### src/rtl/wavetable_oscillator.sv
// Phase-accumulator oscillator feeding the wavetable ROM stage.
// Ports: clk, rst_n (sync, active-low), sample_tick, sync, phase_inc,
//   wave_sel in; waveform_select/phase_idx/band out to ROM, lut_data
//   back from ROM; sample, sample_valid, busy, overrun out.
//   Optional linear interpolation: define WAVETABLE_OSC_INTERP_EN.
module wavetable_oscillator #(
  parameter int N_LUT      = 10,
  parameter int DATA_W     = 24,
  parameter int NUM_WAVES  = 4,
  parameter int NUM_BANDS  = 22,
  parameter int PHASE_W    = 32,
  parameter int FRAC_W     = 8,
  parameter int BAND_SHIFT = 26
) (
  input  logic                                clk,
  input  logic                                rst_n,
  input  logic                                sample_tick,
  input  logic                                sync,
  input  logic [PHASE_W-1:0]                  phase_inc,
  input  logic [$clog2(NUM_WAVES)-1:0]        wave_sel,
  output logic [$clog2(NUM_WAVES)-1:0]        waveform_select,
  output logic [N_LUT-1:0]                    phase_idx,
  output logic [$clog2(NUM_BANDS-1):0]        band,
  input  logic signed [DATA_W-1:0]            lut_data,
  output logic signed [DATA_W-1:0]            sample,
  output logic                                sample_valid,
  output logic                                busy,
  output logic                                overrun
);

  localparam int BAND_W = $clog2(NUM_BANDS-1) + 1;
  localparam logic [PHASE_W-1:0] BAND_MAX = PHASE_W'(NUM_BANDS-1);

`ifdef WAVETABLE_OSC_INTERP_EN
  typedef enum logic [1:0] {IDLE, ADDR0, CAP0, CAP1} state_t;
`else
  typedef enum logic [1:0] {IDLE, ADDR0, CAP0} state_t;
`endif

  state_t state, state_n;
  logic [PHASE_W-1:0] acc;
  logic [PHASE_W-1:0] base;
  logic [PHASE_W-1:0] band_shr;
  logic [BAND_W-1:0]  band_nx;
  logic               accept;

  // Hard sync restarts the cycle: the current phase is taken as zero.
  assign base     = sync ? '0 : acc;
  assign band_shr = phase_inc >> BAND_SHIFT;
  assign band_nx  = (band_shr > BAND_MAX) ? BAND_W'(NUM_BANDS-1)
                                          : band_shr[BAND_W-1:0];

`ifdef WAVETABLE_OSC_INTERP_EN
  logic [FRAC_W-1:0]              frac;
  logic signed [DATA_W-1:0]       s0;
  logic signed [DATA_W:0]         diff;
  logic signed [DATA_W+FRAC_W+1:0] prod;
  logic signed [DATA_W-1:0]       interp;

  // s1 - s0 needs one extra bit; frac is treated as unsigned.
  assign diff = {lut_data[DATA_W-1], lut_data} - {s0[DATA_W-1], s0};
  assign prod = $signed({{(FRAC_W+1){diff[DATA_W]}}, diff})
              * $signed({{(DATA_W+1){1'b0}}, frac});
  // Result lies between s0 and s1, so dropping upper bits is safe.
  assign interp = DATA_W'(prod >>> FRAC_W) + s0;
`endif

  always_ff @(posedge clk) begin
    if (!rst_n) state <= IDLE;
    else        state <= state_n;
  end

  always_comb begin
    state_n = state;
    unique case (state)
      IDLE:    if (sample_tick) state_n = ADDR0;
      ADDR0:   state_n = CAP0;
`ifdef WAVETABLE_OSC_INTERP_EN
      CAP0:    state_n = CAP1;
      CAP1:    state_n = IDLE;
`else
      CAP0:    state_n = IDLE;
`endif
      default: state_n = IDLE;
    endcase
  end

  always_comb begin
    busy   = (state != IDLE);
    accept = (state == IDLE) && sample_tick;
  end

  always_ff @(posedge clk) begin
    if (!rst_n) begin
      acc             <= '0;
      phase_idx       <= '0;
      band            <= '0;
      waveform_select <= '0;
      sample          <= '0;
      sample_valid    <= 1'b0;
      overrun         <= 1'b0;
`ifdef WAVETABLE_OSC_INTERP_EN
      frac            <= '0;
      s0              <= '0;
`endif
    end else begin
      sample_valid <= 1'b0;
      if (sample_tick && busy) overrun <= 1'b1;
      if (accept) begin
        waveform_select <= wave_sel;
        band            <= band_nx;
        phase_idx       <= base[PHASE_W-1 -: N_LUT];
        acc             <= base + phase_inc;
`ifdef WAVETABLE_OSC_INTERP_EN
        frac            <= base[PHASE_W-N_LUT-1 -: FRAC_W];
`endif
      end
`ifdef WAVETABLE_OSC_INTERP_EN
      if (state == ADDR0) phase_idx <= phase_idx + 1'b1;
      if (state == CAP0)  s0 <= lut_data;
      if (state == CAP1) begin
        sample       <= interp;
        sample_valid <= 1'b1;
      end
`else
      if (state == CAP0) begin
        sample       <= lut_data;
        sample_valid <= 1'b1;
      end
`endif
    end
  end

endmodule

### config.mk
export PLATFORM = sky130hd
export DESIGN_NAME = wavetable_oscillator
export DESIGN_NICKNAME = d
export VERILOG_FILES = /design/src/rtl/wavetable_oscillator.sv
export SDC_FILE = /design/constraint.sdc
export NUM_CORES = 1
export LEC_CHECK = 0
export CAP_MARGIN = 20
export CORE_AREA = 2 2 109 133
export DETAILED_ROUTE_END_ITERATION = 6
export DIE_AREA = 0 0 111 135
export GPL_TIMING_DRIVEN = 0
export SETUP_SLACK_MARGIN = 0.15
export SLEW_MARGIN = 15
export SYNTH_ARGS = -nofsm -noshare
export SYNTH_HDL_FRONTEND = slang
export SYNTH_SLANG_ARGS = --single-unit
### constraint.sdc
create_clock -name clk -period 3.3 [get_ports clk]
set_input_delay 0.99 -clock clk [delete_from_list [all_inputs] [get_ports clk]]
set_output_delay 0.99 -clock clk [all_outputs]
set_load 0.02 [all_outputs]
==> results.md <==
- Die area: 15000 um^2
- Via density: 5.20
- Simple-gate share of the synthesized area: 0.246
- Sequential fraction of the synthesis area: 0.332
- # IOs: 107
- # diodes: 0
- Mapped cell area: 4700 um^2
- Tightest Hold Check Type: register to register
- Area Overhead vs Synth: 41.8%
- Clk root buf: clkbuf_16
- Type of element launching the critical path: input port
- Asr flop ratio synth: 0
- Layout cells sized above 1: 0.139
- CTS Buf Count: 9
- Slew Viols, Final: 0
- Maximum clock rate: 0.327 GHz
- Nets: 842
- Post-Place Setup Slack: -1.14 ns
- Slew headroom: 0.589
- Vias in the first global route: 4804
- Clock latency on the worst-skew pair: 0.33 ns
- RePlAce Congestion: 0.921
- Warnings from Yosys: 0
- DRT Pass-1 Iters: 4
- Kind of critical path: input port to register
- Slew @ Worst Pin: 0.617 ns
- Worst EP arrival: 3.31 ns
- Largest net degree at the start of global routing: 15
- # port buffers: 106
- Final Cycle Share: 0.928
- Clock transition at the registers of the reported paths: 0.07 ns
- Post-synth EDFFs: 0
- Final Cell Area: 6670 um^2
- Crit Path Max Fanout: 5
- H-tree lvl count: 3
- Gr ovfl total: 0
- Multi-input gate area: 3170 um^2
- Power per cell area: 402 nW/um^2
- Largest family of logic cells by synthesized area: compound AO/OA/AOI/OAI gates
- Gate Count Post-Synth: 615
- Synth Register Bits: 78
- Gr usage total: 0.191
- Most frequent cells in the layout: 124 x nand2_1, 103 x clkdlybuf4s50_1, 78 x dfxtp_1
- Final min period: 3.06 ns
- Initial antenna violation count: 0
- RSZ-0062 raised after global routing: yes
- DRT antenna net count: 0
- Final hold vios: 0
- Die Wd: 111 um
- Top post-synthesis cells by area: dfxtp_1 33%, nand2_1 9.9%, a21oi_1 8.7%
- Placed inst area: 5980 um^2
- CTS tree: done
- # DRC: 0
- Synth unique cells: 58
- Max Cap Viol: 0
- First-pass GRT wire length: 23.4 mm
- Mux contribution to synthesized area: 0.00426
- DP HPWL: 10.8 mm
- Setup crit end kind: register
- Core box area: 13600 um^2
- Share of the synthesized area in the top cell type: 0.332
- Main synth FF type: dfxtp_1
- Synthesized Nets: 709
- Setup violators final: 0
- Via count: 4806
- Final WL: 14.7 mm
- Rows: 47
- Commonest non-fill, non-tap cell in the layout: nand2_1
- Wire per inst: 15.9 um
- Data required, critical path: 3.55 ns
- Initial drt markers: 171
- Final worst slack: 0.239 ns
- Synth Area in Compound Gates: 0.254
- Vert. Die Dim: 135 um
- Area leader, netlist: dfxtp_1
- Skew final: 0.00597 ns
- Leakage power: 2.64 nW
- # fillers: 1338
- CTS sink count: 78
- Post-synthesis xor/xnor area fraction: 0.0372
- Initial Utilization: 0.346
- Status: finished, final reports clean
- Mapped Avg Cell Area: 7.65 um^2
- CTS max path bufs: 2
- Register area: 1560 um^2
- Max VDD drop: 236 uV
- Post-synthesis adder-cell area fraction: 0.0867
[synthesized netlist by cell type (all sizes together) (4+ instances only)]
library cell and n:
buf 8, o21a 8, and3 9, clkbuf 31, inv 9, dfxtp 78
nor2 23, a211oi 6, a31oi 6, a21oi 85, nor2b 37, xor2 5
xnor2 15, nor3 6, a21boi 4, nand4 5, nand3 23, ha 31
a21o 26, and2 5, nand2 124, o21ai 34
[final timing paths]
kind | slack, ns | startpoint | depth (start not counted) | to
worst min register to register | 0.45 | acc[10] | 2 | acc[10]
worst max register to register | 0.78 | acc[0] | 11 | acc[24]
worst max-delay path | 0.24 | phase_inc[4] | 10 | acc[24]
worst min-delay path | 0.45 | acc[10] | 2 | acc[10]
[metrics by stage]
step / total power [mW] / instances / setup TNS (ns) / util / hold slack [ns]
2_1_floorplan: 1.40 / 615 / 0 / - / 0.422
3_3_place_gp: 1.61 / 892 / -21.42 / 0.440 / 0.432
3_5_place_dp: 1.62 / 892 / -22.54 / 0.440 / 0.442
4_1_cts: 2.66 / 915 / 0 / 0.473 / 0.450
5_1_grt: 2.81 / 924 / 0 / 0.491 / 0.469
6_report: 2.68 / 924 / 0 / 0.491 / 0.449
[critical path, stage by stage]
cell and delay [ns]:
clkdlybuf4s50_1 0.47, ha_2 0.31, a21o_1 0.20, a21oi_2 0.24, a21o_1 0.23, o21bai_4 0.10
nor3b_4 0.17, o21a_1 0.20, o21a_1 0.18, o31ai_2 0.21
[cell type report]
type,count,share of cell area
Tap cell,171,0.0321
Sequential cell,78,0.234
Buffer,39,0.0306
Clock inverter,6,0.0105
Inverter,9,0.00506
Clock buffer,10,0.0343
Timing Repair Buffer,122,0.178
Multi-Input combinational cell,489,0.475
[timing repair]
item,in CTS,in global routing
gates resized for setup,32,59
setup endpoints to repair,28,17
hold buffers,0,0
buffers inserted,7,9
pin swaps,8,23
[where the power goes]
part	switching, mW	internal (mW)
logic	0.344	0.298
clock network	0.424	0.591
registers	0.0254	0.996
total	0.794	1.88
[cells by family after synthesis]
| family | after synthesis |
|---|---|
| flip-flops | 78 |
| multiplexers | 2 |
| adder cells (fa/ha/maj) | 32 |
| buffers and inverters | 48 |
| XOR/XNOR | 20 |
| AO/OA/AOI/OAI | 188 |
| AND/OR/NAND/NOR | 247 |
[state kept, by name (all words and copies together), names as in the netlist]
signal           count
waveform_select      2
overrun              1
sample_valid         1
sample              24
state                2
band                 6
phase_idx           10
acc                 32
[layer usage]
layer  vias to the layer above  global-route usage  routed length, um
met3                        19              0.0346                573
met1                      2275               0.236               6440
met2                        99               0.334               7370
li1                       2413                   -                  -
met5                         -                   0                  0
met4                         0              0.0681                277
(Power assumes the default switching activity.)
